===== config.mk =====
export PLATFORM = sky130hd
export DESIGN_NAME = mac16_frame_serializer
export DESIGN_NICKNAME = d
export VERILOG_FILES = /design/src/rtl/mac16_frame_serializer.sv
export SDC_FILE = /design/constraint.sdc
export NUM_CORES = 1
export LEC_CHECK = 0
export CORE_MARGIN = 2
export CORE_UTILIZATION = 49
export CTS_BUF_LIST = sky130_fd_sc_hd__clkbuf_8
export DETAILED_ROUTE_END_ITERATION = 7
export DONT_BUFFER_PORTS = 1
export PLACE_DENSITY = 0.73
export SYNTH_ARGS = -nofsm -noshare
export SYNTH_HDL_FRONTEND = slang
export SYNTH_SLANG_ARGS = --single-unit
export TNS_END_PERCENT = 100

===== constraint.sdc =====
create_clock -name clk -period 49.9 [get_ports clk]
set_input_delay 7.485 -clock clk [delete_from_list [all_inputs] [get_ports clk]]
set_output_delay 7.485 -clock clk [all_outputs]
set_load 0.01 [all_outputs]

===== src/rtl/mac16_frame_serializer.sv =====
// Ping-pong double buffer that accepts a whole N_WORDS-word frame in one transfer
// and unloads it one word per cycle over a valid/ready stream.
module mac16_frame_serializer #(
    parameter int  DATA_W  = 32,
    parameter int  N_WORDS = 16,
    parameter int  ORDER   = 0,
    localparam int IDX_W   = $clog2(N_WORDS)
) (
    input  logic                        clk,
    input  logic                        reset,
    input  logic [N_WORDS*DATA_W-1:0]   in_data,
    input  logic                        in_valid,
    output logic                        in_ready,
    output logic signed [DATA_W-1:0]    out_data,
    output logic                        out_valid,
    input  logic                        out_ready,
    output logic                        out_last,
    output logic [IDX_W-1:0]            out_index,
    output logic                        busy,
    output logic [15:0]                 frames_out
);

    logic [N_WORDS*DATA_W-1:0] r_buf [2];
    logic [1:0]                r_occ;
    logic                      r_wr_ptr;
    logic                      r_rd_ptr;
    logic                      r_run;
    logic [IDX_W-1:0]          r_idx;
    logic [15:0]               r_frames;

    logic                      w_load;
    logic                      w_xfer;
    logic                      w_done;
    logic [IDX_W-1:0]          w_word;
    logic [N_WORDS*DATA_W-1:0] w_frame;

    // r_run keeps in_ready low for as long as reset is held, from registered state only
    assign in_ready   = r_run & ~r_occ[r_wr_ptr];
    assign out_valid  = r_occ[r_rd_ptr];
    assign busy       = |r_occ;
    assign frames_out = r_frames;

    assign w_load = in_valid & in_ready;
    assign w_xfer = out_valid & out_ready;
    assign w_done = w_xfer & out_last;

    // N_WORDS is a power of two, so N_WORDS-1-idx is just the bitwise inverse
    assign w_word  = (ORDER != 0) ? ~r_idx : r_idx;
    assign w_frame = r_buf[r_rd_ptr];

    assign out_data  = out_valid ? w_frame[int'(w_word)*DATA_W +: DATA_W] : '0;
    assign out_last  = out_valid & (r_idx == IDX_W'(N_WORDS - 1));
    assign out_index = out_valid ? r_idx : '0;

    always_ff @(posedge clk) begin
        if (!reset) begin
            r_occ    <= '0;
            r_wr_ptr <= 1'b0;
            r_rd_ptr <= 1'b0;
            r_run    <= 1'b0;
            r_idx    <= '0;
            r_frames <= '0;
        end else begin
            r_run <= 1'b1;
            // load needs occ[wr]==0 and release needs occ[rd]==1, so they never hit the same buffer
            if (w_load) begin
                r_occ[r_wr_ptr] <= 1'b1;
                r_wr_ptr        <= ~r_wr_ptr;
            end
            if (w_done) begin
                r_occ[r_rd_ptr] <= 1'b0;
                r_rd_ptr        <= ~r_rd_ptr;
                r_idx           <= '0;
                r_frames        <= r_frames + 16'd1;
            end else if (w_xfer) begin
                r_idx <= r_idx + IDX_W'(1);
            end
        end
    end

    always_ff @(posedge clk) begin
        if (w_load) begin
            r_buf[r_wr_ptr] <= in_data;
        end
    end

endmodule


**Yosys cells after proc, flatten, opt, wreduce, memory -nomap -nowiden**

Memories as Yosys holds them, arrays and structs flattened. A register that Yosys moved wholly into a read port is not among the register bits.
Index checks and enable logic that the tools add are counted.

- Add/subtract/negate cells: 2
- $mul: 0
- Div/mod/pow operators: 0
- Order comparisons: 4
- Equal/unequal tests: 1
- Shifts and indexed selects: 1
- Mux-type cells: 18
- Bitwise operators: 12
- Reduce and logical (&&, ||, !) cells: 4

Operator list:

| cell | count |
|---|---|
| 512-bit by 10-bit indexed part select with 32-bit output | 1 |
| 32-bit two-way mux | 1 |
| 16-bit by 1-bit adder with 16-bit output, second input constant | 1 |
| 1-bit two-way mux | 11 |
| 2-bit two-way mux | 3 |
| 1-bit bitwise AND | 5 |
| 4-bit by 1-bit adder with 4-bit output, second input constant | 1 |
| 4-bit equality test, second input constant | 1 |
| 1-bit by 2-bit < comparator with 1-bit output, second input constant | 2 |
| 4-bit two-way mux | 1 |
| 1-bit inverter | 4 |
| 2-bit OR reduction | 2 |
| 2-bit bitwise AND | 1 |
| 1-bit demux with 1-bit select | 2 |
| 1-bit greater-or-equal comparator, second input constant | 2 |
| 1-bit logical AND | 2 |
| 2-bit inverter | 1 |
| 2-bit bitwise OR | 1 |

- Register bits after elaboration: 25
- Bits in latches: 0
- Memory bits (writable): 1024
- Memory bits (read-only): 0
- Input port bits: 516
- Output and inout bits: 56
- Logic and storage cells: 49
- Memories kept: 1

Memory list:

| memory | depth | bits a word | read ports | clocked after memory_dff | wr ports | line | source |
|---|---|---|---|---|---|---|---|
| r_buf | 2 | 512 | 1 | 1 | 1 | 23 | `logic [N_WORDS*DATA_W-1:0] r_buf [2];` |

**Logic depth before layout (Yosys ltp)**

Gate-level depths: netlist of run 1.

- Depth in word-level cells: 9
- Gate-level depth with buffers: 9
- Depth with buffers taken out: 5

**Worst setup path before layout of run 1**

Ideal clock, no wire load.

- Kind: input port to flip-flop
- Start point: in in_valid
- End point: reg r_occ[0]
- Setup time: 0.161 ns
- Arrival: 31.736 ns
- Required time: 49.739 ns
- Setup slack: 18.003 ns
- Cell stages on the path: 3
- Buffers on the path: 0
- Cells stage by stage: nand3_1 nor2_1 o221a_2

- Longest elaborated chain between the ends: 5

RTL lines:

| element | line | source |
|---|---|---|
| start: declaration | 12 | `input logic in_valid,` |
| 1-bit bitwise AND (*) | 43 | `assign w_load = in_valid & in_ready;` |
| 2-bit two-way mux (*) | 66 | `if (w_load) begin` |
| 2-bit two-way mux (*) | 56 | `if (!reset) begin` |
| 2-bit bitwise AND (no line) | n/a |  |
| 2-bit two-way mux (*) | 70 | `if (w_done) begin` |
| end signal: assignment | 57 | `r_occ <= '0;` |
| end signal: indexed assignment | 67 | `r_occ[r_wr_ptr] <= 1'b1;` |
| end signal: indexed assignment | 71 | `r_occ[r_rd_ptr] <= 1'b0;` |
| end: declaration | 24 | `logic [1:0] r_occ;` |

Mark *: on every way between the ends. The rest lies on a longest branch, timed or not. The select of a mux whose other input is x is not followed.
A chain may end at the register's enable or synchronous reset.

==> results.md, run 1 <==
- Post-Route WL: between 90000 and 100000 um
- Fin crit period: between 10 and 15 ns
- Maximum resistive drop on vdd: 0.0297 mV
- Max FO, Critical Path: 50
- PD cells: around 39 nW/um^2
- Sequential Power Share: just under 60%
- Post-synth EDFFs: about 1000
- Via count: 19500
- Internal Power: 1.37 mW
- Max-Cap Viols: 0
- R2r endpoint: r_buf[1][247]
- Seq cells post-synth: around 1100
- # IOs: about 570
- # rows: 105
- Slew headroom: about 18%
- DRT antenna net count: 0
- CTS tree: built
- Synth top area share: between 70% and 80%
- CTS H-Tree Depth: 4
- Routed WL per cell: ~31 um
- Core Box Area: slightly above 80000 um^2
- Final Worst Setup Slack: about 38 ns
- Post-Syn Area: about 40000 um^2
- Worst slack, placed: 38.38 ns
- Ys Warns: 0
- Final period util: between 20% and 30%
- Ys async rst share: 0%
- Most used flip-flop cell after synthesis: edfxtp_1
- Initial drt markers: roughly 2000
- Congestion Overflow GR: 0
- RR Startpoint: r_wr_ptr
- Worst reg2reg path depth: 6
- Setup slack, reg-to-reg: between 40 and 50 ns
- Reg clk slew, reported paths: 0.06 ns
- Clk root buf: clkbuf_8
- Die W: between 200 and 300 um
- First-pass GRT wire length: between 100000 and 150000 um
- Post-Syn Instances: roughly 1900
- Nature of the critical path endpoint: output pin
- Clock Skew: between 0.03 and 0.04 ns
- Fin. Hold Viols: 0
- Die Span Y: between 200 and 300 um
- Port Buffers: 0
- Initial Util: 49.2%
- Fmax: about 82 MHz
- Maximum clock insertion buffer count: 3
- Sw frac: 21.3%
- Die area: ~84000 um^2
- Inserted Clock Buffers: 167
- Comb power frac: under 10%
- Vias in the first global route: around 20000
- Start point of the worst hold path: frames_out[15]
- Initial antenna violation count: 22
- Hold Path Class: flip-flop to flip-flop
- Worst setup SP type: flip-flop
- Top-count cell post-synth: edfxtp_1
- Share of layout cells above drive strength 1: roughly a quarter
- Crit Path Category: flip-flop to output pin
- Hpwl dp: around 65000 um
- Unrepaired setup endpoints after global routing: false
- Final setup viols: 0
- Later-pin clock latency in the skew report: around 0.82 ns
- Synth top cells by count: edfxtp_1 (1024), mux4_2 (192), mux2i_1 (130)
- Syn-to-layout area delta: 10.6%
- Mapped Nets: roughly 2400
- GRT Util Overall: 23.4%
- CTS sink count: about 1100
- Pwr Total: 1.75 mW
- Setup_tns: 0 ns
- Yosys cell types: just over 40
- Synth area leader: edfxtp_1
- Worst Hold Path EP: frames_out[15]
- # DRC: 0
- Sequential element share of the synthesized area: 77.7%
- Worst hold stages: 2
- Outcome: completed
- Slew @ Worst Pin: 1.23 ns
- NetSw: 0.373 mW
- Hold_buf cts: 0
- Static Leak: 13.6 nW
- Crit path required time: ~42 ns
- Mean Syn Cell Area: about 21 um^2
- # Post-CTS Setup Buffers: 0
- Slew Viols, Final: 0
- Clock Power Share: ~40%
- Nets@finish: between 2000 and 2500
- Largest net degree at the start of global routing: between 150 and 200
- Worst endpoint data arrival time: about 4.7 ns
- Top post-synthesis cells by area: edfxtp_1 (76%), mux4_2 (11%), mux2i_1 (3.2%)
- Via/cell ratio: between 6 and 7
- # resized after CTS: 0
- Global placer's final weighted congestion: about 0.84
- Drt first pass iters: 5
-- critical path: stages (launching register included) --
cell	delay, ns
dfxtp_4	0.88
buf_4	0.86
buf_4	0.77
mux4_2	0.60
and4_1	0.21
a31oi_1	0.26
nand4_1	0.22
-- per-stage QoR --
step           cell area (um^2)  util, %  cells  hold WS [ns]
2_1_floorplan             40200        -   1886         0.494
3_3_place_gp              41300     50.6   2879         0.525
3_5_place_dp              41300     50.6   2879         0.550
4_1_cts                   44500     54.4   3179         0.559
5_1_grt                   44500     54.4   3190         0.600
6_report                  44500     54.5   3193         0.553
-- cells in the final DEF, fill, tap and decap left out, drive strengths merged, types with 2 or more instances in the layout --
| master | instances |
|---|---|
| a21oi | 16 |
| a22oi | 96 |
| a31oi | 31 |
| and2 | 9 |
| and3 | 4 |
| and4 | 35 |
| buf | 35 |
| bufinv | 7 |
| clkbuf | 168 |
| clkinv | 56 |
| clkinvlp | 6 |
| dfxtp | 26 |
| diode | 14 |
| edfxtp | 1024 |
| ha | 2 |
| inv | 69 |
| mux2 | 32 |
| mux2i | 131 |
| mux4 | 192 |
| nand2 | 72 |
| nand3 | 7 |
| nand4 | 39 |
| nor2 | 8 |
| nor2b | 3 |
| o21ai | 4 |
| o221a | 2 |
| o31ai | 9 |
| or3 | 5 |
| or4 | 9 |
| xnor2 | 2 |
| xor2 | 3 |
-- power by group through the flow --
stage	clock network, mW	logic [mW]	registers (mW)
global route	0.737	0.0555	1.01
finish	0.685	0.0519	1.01
global placement	0	0.0509	1.03
CTS	0.700	0.0526	1.01
floorplan	0	0.0376	1.05
detailed placement	0	0.0524	1.03
-- logic make-up (layout without fill, tap and decap cells) --
group           after synthesis  count (layout)  share of synthesized area [%]
other cells                   0              14                              0
simple gates                197             197                           2.87
mux                         355             355                           14.9
buf+inv                     118             341                           1.55
flops                      1050            1050                           77.7
fa+ha+maj                     2               2                         0.0622
compound gates              159             159                           2.76
xor+xnor                      5               5                          0.109
-- per-layer routing --
| metal | part of all wire [%] | vias up | wire length (um) | track usage [%] |
|---|---|---|---|---|
| met4 | 3.6 | 16 | 3580 | 9.86 |
| met1 | 36 | 10000 | 35900 | 27.7 |
| met2 | 49 | 1059 | 48500 | 37.1 |
| met3 | 12 | 219 | 11700 | 10.8 |
| li1 | - | 8169 | - | - |
| met5 | 0.11 | - | 105 | 0 |
-- layout make-up --
class | count | area, um^2
Sequential cell | 1050 | 31300
Inverter | 6 | 22.5
Clock inverter | 132 | 802
Tap cell | 1070 | 1340
Fill cell | 6114 | 37200
Clock buffer | 168 | 2310
Multi-Input combinational cell | 718 | 8400
Antenna cell | 14 | 35.0
Timing Repair Buffer | 35 | 300
-- how the worst max path moves through the flow --
stage | end | depth (start not counted) | slack [ns]
finish | out_data[4] | 6 | 37.69
global route | out_data[4] | 6 | 37.24
CTS | out_data[4] | 6 | 37.45
detailed placement | out_data[4] | 6 | 38.38
global placement | out_data[4] | 6 | 38.46
floorplan | r_occ[0] | 3 | 18.00
-- sequential cells by signal (all words and copies together) (netlist names), named ones only --
register and flops:
r_idx 4, frames_out 16, r_run 1, r_rd_ptr 1, r_wr_ptr 1, r_occ 2, r_buf 1024
No activity file was read; power rests on OpenSTA's default activity.
==> run 2: changes to the inputs <==
==> constraint.sdc (replaced) <==
create_clock -name clk -period 11.85 [get_ports clk]
set_input_delay 1.7775 -clock clk [delete_from_list [all_inputs] [get_ports clk]]
set_output_delay 1.7775 -clock clk [all_outputs]
set_load 0.01 [all_outputs]
==> results.md, run 2 (same netlist as run 1, synthesis figures left out) <==
- Outcome: completed (unchanged)
- Static Leak: 13.6 nW (about the same)
- GRT Util Overall: 23.1% (was 23.4%)
- Nature of the critical path endpoint: output pin (unchanged)
- Commonest non-fill, non-tap cells in the layout: edfxtp_1 (1024), mux4_2 (192), clkbuf_8 (171), mux2i_1 (130), a22oi_1 (96) (was edfxtp_1 (1024), mux4_2 (192), clkbuf_8 (168), mux2i_1 (130), a22oi_1 (96))
- Worst setup SP type: flip-flop (unchanged)
- Max FO, Critical Path: 44 (was 50)
- Fmax: ~160 MHz
- Cells after DPL: 2876 (was 2879)
- Die W: 291 um (unchanged)
- DRT antenna net count: 0 (unchanged)
- CP max-delay cell: dfxtp_4 (unchanged)
- Final Worst Setup Slack: 5.70 ns (was 37.69 ns)
- Vias in the first global route: 20400 (about the same)
- # resized after CTS: 0 (unchanged)
- CTS H-Tree Depth: 4 (unchanged)
- CTS tree: built (unchanged)
- Top reg by flops: r_buf (unchanged)
- Max-Cap Viols: 0 (unchanged)
- Via/cell ratio: 6.12 (was 6.11)
- PD cells: 167 nW/um^2 (was 39.3 nW/um^2)
- # IOs: 572 (unchanged)
- Worst endpoint data arrival time: 4.37 ns (was 4.72 ns)
- Largest register FFs: 1024 (unchanged)
- Fillers: 6057 (was 6114)
- Post-Route WL: 97600 um (was 99700 um)
- Nets@finish: 2493 (was 2496)
- Most common cell after layout, fill and taps aside: edfxtp_1 (unchanged)
- Sequential cell area: 31300 um^2 (unchanged)
- Reg clk slew, reported paths: 0.06 ns (about the same)
- Initial antenna violation count: 21 (was 22)
- Clk root buf: clkbuf_8 (unchanged)
- Congestion Overflow GR: 0 (unchanged)
- Slew headroom: 22.2% (was 17.7%)
- Fin. Hold Viols: 0 (unchanged)
- Maximum clock insertion buffer count: 3 (unchanged)
- Port Buffers: 0 (unchanged)
- Hold_buf cts: 0 (unchanged)
- Final setup viols: 0 (unchanged)
- Cell Count, Final, Fillers Out: 3195 (was 3193)
- Largest net degree at the start of global routing: 173 (was 191)
- Final period util: 51.9%
- Slew @ Worst Pin: 1.17 ns (was 1.23 ns)
- Crit Path Category: flip-flop to output pin (unchanged)
- Initial Util: 49.2% (unchanged)
- CTS sink count: 1050 (unchanged)
- Hpwl dp: 64600 um (was 65500 um)
- CP Cell Sequence: buf_4, buf_4, mux4_2, and4_1, a31oi_1, nand4_1 (unchanged)
- Die area: 84400 um^2 (unchanged)
- First-pass GRT wire length: 139000 um (was 140000 um)
- Setup_tns: 0 ns (unchanged)
- Slowest stage delay, CP: 0.77 ns (was 0.88 ns)
- Inserted Clock Buffers: 167 (unchanged)
- Core Box Area: 81700 um^2 (unchanged)
- Later-pin clock latency in the skew report: 0.85 ns (was 0.82 ns)
- Slew Viols, Final: 0 (unchanged)
- Unrepaired setup endpoints after global routing: false (unchanged)
- Via count: 19600 (was 19500)
- Die Span Y: 291 um (unchanged)
- Routed WL per cell: 30.5 um (was 31.2 um)
- Drt first pass iters: 5 (unchanged)
- Initial drt markers: 1808 (was 1969)
- # rows: 105 (unchanged)
- Global placer's final weighted congestion: 0.833 (was 0.838)
- Hold Path Class: flip-flop to flip-flop (unchanged)
- Maximum resistive drop on vdd: 0.128 mV (was 0.0297 mV)
- Footprint of the multi-input gates: 8400 um^2 (unchanged)
- # DRC: 0 (unchanged)
- Syn-to-layout area delta: 10.9% (was 10.6%)
- Share of layout cells above drive strength 1: 23.4% (about the same)
- Clock Skew: 0.0495 ns (was 0.0308 ns)
- Fin crit period: around 6 ns
- # Post-CTS Setup Buffers: 0 (unchanged)
- Worst slack, placed: 6.49 ns (was 38.38 ns)
- Crit-path most repeated cell: buf_4 (unchanged)
- Crit path required time: 10.07 ns (was 42.42 ns)
[run 2: layout make-up]
class / count / share of cell area, %
clock buffer: 171 / 5.27
sequential: 1050 / 70.1
antenna: 24 / 0.135
inverter: 6 / 0.0505
tap: 1070 / 3.00
multi-input combinational: 718 / 18.8
clock inverter: 124 / 1.98
timing repair buffer: 32 / 0.650
[run 2: path summary, 6_finish.rpt]
check	startpoint	to	slack, ns	cells past startpoint
hold reg to reg	frames_out[15]	frames_out[15]	0.55	2
setup / recovery	r_idx[0]	out_data[2]	5.70	6
setup reg to reg	r_wr_ptr	r_buf[1][39]	7.86	5
hold / removal	frames_out[15]	frames_out[15]	0.55	2
[run 2: worst max-delay path, delay by kind of cell, from the launching register on]
| kind | cells | cell delay (ns) |
|---|---|---|
| multiplexers | 1 | 0.41 |
| flip-flops | 1 | 0.77 |
| AND/OR/NAND/NOR | 2 | 0.51 |
| buffers and inverters | 2 | 1.39 |
| AO/OA/AOI/OAI | 1 | 0.29 |
[run 2: stage by stage]
| step | hold WS [ns] | utilization, % | total power [mW] | cell area [um^2] |
|---|---|---|---|---|
| 5_1_grt | 0.584 | 54.6 | 7.71 | 44600 |
| 6_report | 0.547 | 54.6 | 7.46 | 44600 |
| 3_3_place_gp | 0.517 | 50.6 | 4.54 | 41300 |
| 3_5_place_dp | 0.545 | 50.6 | 4.55 | 41300 |
| 4_1_cts | 0.552 | 54.5 | 7.53 | 44600 |
| 2_1_floorplan | 0.494 | - | 4.51 | 40200 |
[run 2: routing by layer]
| metal | routed length [um] | part of all wire, % | up-vias | GRT usage [%] |
|---|---|---|---|---|
| met3 | 10700 | 11 | 222 | 9.74 |
| met5 | 70 | 0.072 | - | 0 |
| met4 | 3480 | 3.6 | 10 | 9.49 |
| met1 | 35900 | 37 | 10100 | 27.8 |
| met2 | 47400 | 49 | 1077 | 36.9 |
| li1 | - | - | 8192 | - |
[run 2: report_power, final]
group | leakage (nW) | total, mW | switching [mW] | internal (mW)
combinational | 2.19 | 0.219 | 0.139 | 0.0802
clock | 1.81 | 2.98 | 1.41 | 1.57
sequential | 9.59 | 4.26 | 0.0312 | 4.23
total | 13.6 | 7.46 | 1.58 | 5.88
==> run 3: changes to the inputs <==
--- a/config.mk
+++ b/config.mk
@@ -10,7 +10,7 @@
 export CTS_BUF_LIST = sky130_fd_sc_hd__clkbuf_8
 export DETAILED_ROUTE_END_ITERATION = 7
 export DONT_BUFFER_PORTS = 1
-export PLACE_DENSITY = 0.73
+export PLACE_DENSITY = 0.75
 export SYNTH_ARGS = -nofsm -noshare
 export SYNTH_HDL_FRONTEND = slang
 export SYNTH_SLANG_ARGS = --single-unit
==> constraint.sdc (replaced) <==
create_clock -name clk -period 5.14 [get_ports clk]
set_input_delay 0.771 -clock clk [delete_from_list [all_inputs] [get_ports clk]]
set_output_delay 0.771 -clock clk [all_outputs]
set_load 0.01 [all_outputs]
==> results.md, run 3 (same netlist as run 1, synthesis figures left out) <==
- PD cells: 348 nW/um^2 (was 167 nW/um^2)
- Nature of the critical path endpoint: output pin (unchanged)
- GRT Util Overall: 26.7% (was 23.1%)
- Post-Route WL: 114000 um (was 97600 um)
- Initial Util: 49.2% (unchanged)
- Die Span Y: 291 um (unchanged)
- Worst hold stages: 1 (was 2)
- Die area: 84400 um^2 (unchanged)
- Final setup viols: 0 (unchanged)
- Global placer's final weighted congestion: 0.843 (was 0.833)
- CP Cell Sequence: mux2i_2, inv_2, and4_2, a22oi_1, nand4_1 (was buf_4, buf_4, mux4_2, and4_1, a31oi_1, nand4_1)
- Maximum clock insertion buffer count: 3 (unchanged)
- Unrepaired setup endpoints after global routing: false (unchanged)
- Max-Cap Viols: 0 (unchanged)
- Nets@finish: 3024 (was 2493)
- Routed WL per cell: 30.5 um (about the same)
- Max FO, Critical Path: 18 (was 44)
- Vias in the first global route: 24700 (was 20400)
- First-pass GRT wire length: 163000 um (was 139000 um)
- Fin. Hold Viols: 0 (unchanged)
- Fmax: between 200 and 250 MHz
- Initial drt markers: 2922 (was 1808)
- Later-pin clock latency in the skew report: 0.84 ns (was 0.85 ns)
- Inserted Clock Buffers: 161 (was 167)
- Worst Path Buf+Inv: 1 (was 2)
- Cell Count, Final, Fillers Out: 3743 (was 3195)
- Slew Viols, Final: 0 (unchanged)
- Congestion Overflow GR: 0 (unchanged)
- Most common cell after layout, fill and taps aside: edfxtp_1 (unchanged)
- Commonest non-fill, non-tap cells in the layout: edfxtp_1 (1024), dlygate4sd3_1 (513), mux4_2 (192), clkbuf_8 (165), mux2i_1 (129) (was edfxtp_1 (1024), mux4_2 (192), clkbuf_8 (171), mux2i_1 (130), a22oi_1 (96))
- Share of layout cells above drive strength 1: 19.2% (was 23.4%)
- Reg clk slew, reported paths: 0.06 ns (about the same)
- Port Buffers: 0 (unchanged)
- Via/cell ratio: 6.17 (was 6.12)
- Worst setup SP type: flip-flop (unchanged)
- Crit path required time: 4.37 ns (was 10.07 ns)
- CTS tree: built (unchanged)
- DRT antenna net count: 0 (unchanged)
- Syn-to-layout area delta: 23.8% (was 10.9%)
- Cell count along the critical path: 5 (was 6)
- # IOs: 572 (unchanged)
- Drt first pass iters: 6 (was 5)
- Fin crit period: roughly 4.6 ns
- Static Leak: 15.8 nW (was 13.6 nW)
- Slew headroom: 18.9% (was 22.2%)
- Slew @ Worst Pin: 1.21 ns (was 1.17 ns)
- Hold Path Class: primary input to flip-flop (was flip-flop to flip-flop)
- CTS sink count: 1050 (unchanged)
- Cells after DPL: 2900 (was 2876)
- Via count: 23100 (was 19600)
- Die W: 291 um (unchanged)
- CTS H-Tree Depth: 4 (unchanged)
- Hpwl dp: 67000 um (was 64600 um)
- Worst endpoint data arrival time: 3.83 ns (was 4.37 ns)
- Pwr Total: 17.3 mW (was 7.46 mW)
- # resized after CTS: 0 (unchanged)
- Largest net degree at the start of global routing: 140 (was 173)
- # DRC: 0 (unchanged)
- Maximum resistive drop on vdd: 0.295 mV (was 0.128 mV)
- Clk root buf: clkbuf_8 (unchanged)
- Worst reg2reg path depth: 5 (unchanged)
- Clock Skew: 0.0315 ns (was 0.0495 ns)
- CP max-delay cell: a22oi_1 (was dfxtp_4)
- Core Box Area: 81700 um^2 (unchanged)
- Initial antenna violation count: 53 (was 21)
- Largest register FFs: 1024 (unchanged)
- Outcome: completed (unchanged)
- Crit Path Category: flip-flop to output pin (unchanged)
- Top reg by flops: r_buf (unchanged)
- CP top delay family: simple AND/OR/NAND/NOR gates (was buffers and inverters)
- # rows: 105 (unchanged)
- Slowest stage delay, CP: 0.70 ns (was 0.77 ns)
- Layout Utilization: 61.0% (was 54.6%)
- Final period util: between 80% and 90%
## run 3: worst reg2reg max path, cell delays in order, from the launching register on
cell and delay, ns:
dfxtp_4 0.70, buf_4 0.63, and3_1 0.49, nand4_2 0.38
or4_1 0.59, a21oi_1 0.18
## run 3: metrics by stage
step / setup slack [ns] / TNS, ns / hold slack (ns) / cell area (um^2)
2_1_floorplan: -4.20 / -1912.23 / 0.494 / 40300
3_3_place_gp: 1.47 / 0 / 0.508 / 41700
3_5_place_dp: 1.44 / 0 / 0.528 / 41700
4_1_cts: 0.497 / 0 / 0.000405 / 49700
5_1_grt: 0.340 / 0 / 0.0121 / 49800
6_report: 0.543 / 0 / 0.0823 / 49800
## run 3: final cells by class
cell class	instances	area [um^2]
fill	5416	31900
sequential	1050	31300
multi-input combinational	718	8420
timing repair buffer	569	5730
clock buffer	165	2270
tap	1070	1340
clock inverter	119	647
antenna	46	115
inverter	6	22.5
## run 3: worst paths after layout
| check | to | startpoint | slack [ns] |
|---|---|---|---|
| max | out_data[30] | r_rd_ptr | 0.54 |
| min | r_idx[3] | reset | 0.08 |
| max reg2reg | frames_out[9] | r_idx[2] | 2.12 |
| min reg2reg | frames_out[15] | frames_out[15] | 0.54 |
## run 3: report_power, final
part	leakage [nW]	switching [mW]	internal, mW
registers	9.59	0.0922	9.73
logic	4.50	0.507	0.463
clock network	1.71	3.37	3.16
total	15.8	3.96	13.4
## run 3: what timing repair did
action                                 in CTS  in global routing
endpoints found under the hold margin    1028                  0
hold buffers                              513                  0
buffers inserted                            0                  0
## run 3: per-layer routing
layer	GRT usage [%]	part of all wire (%)	vias to the layer above
met5	0	0.046	-
met2	44.9	51	1768
met1	31.9	35	11700
li1	-	-	9252
met4	13.2	5.0	10
met3	7.45	9.5	397
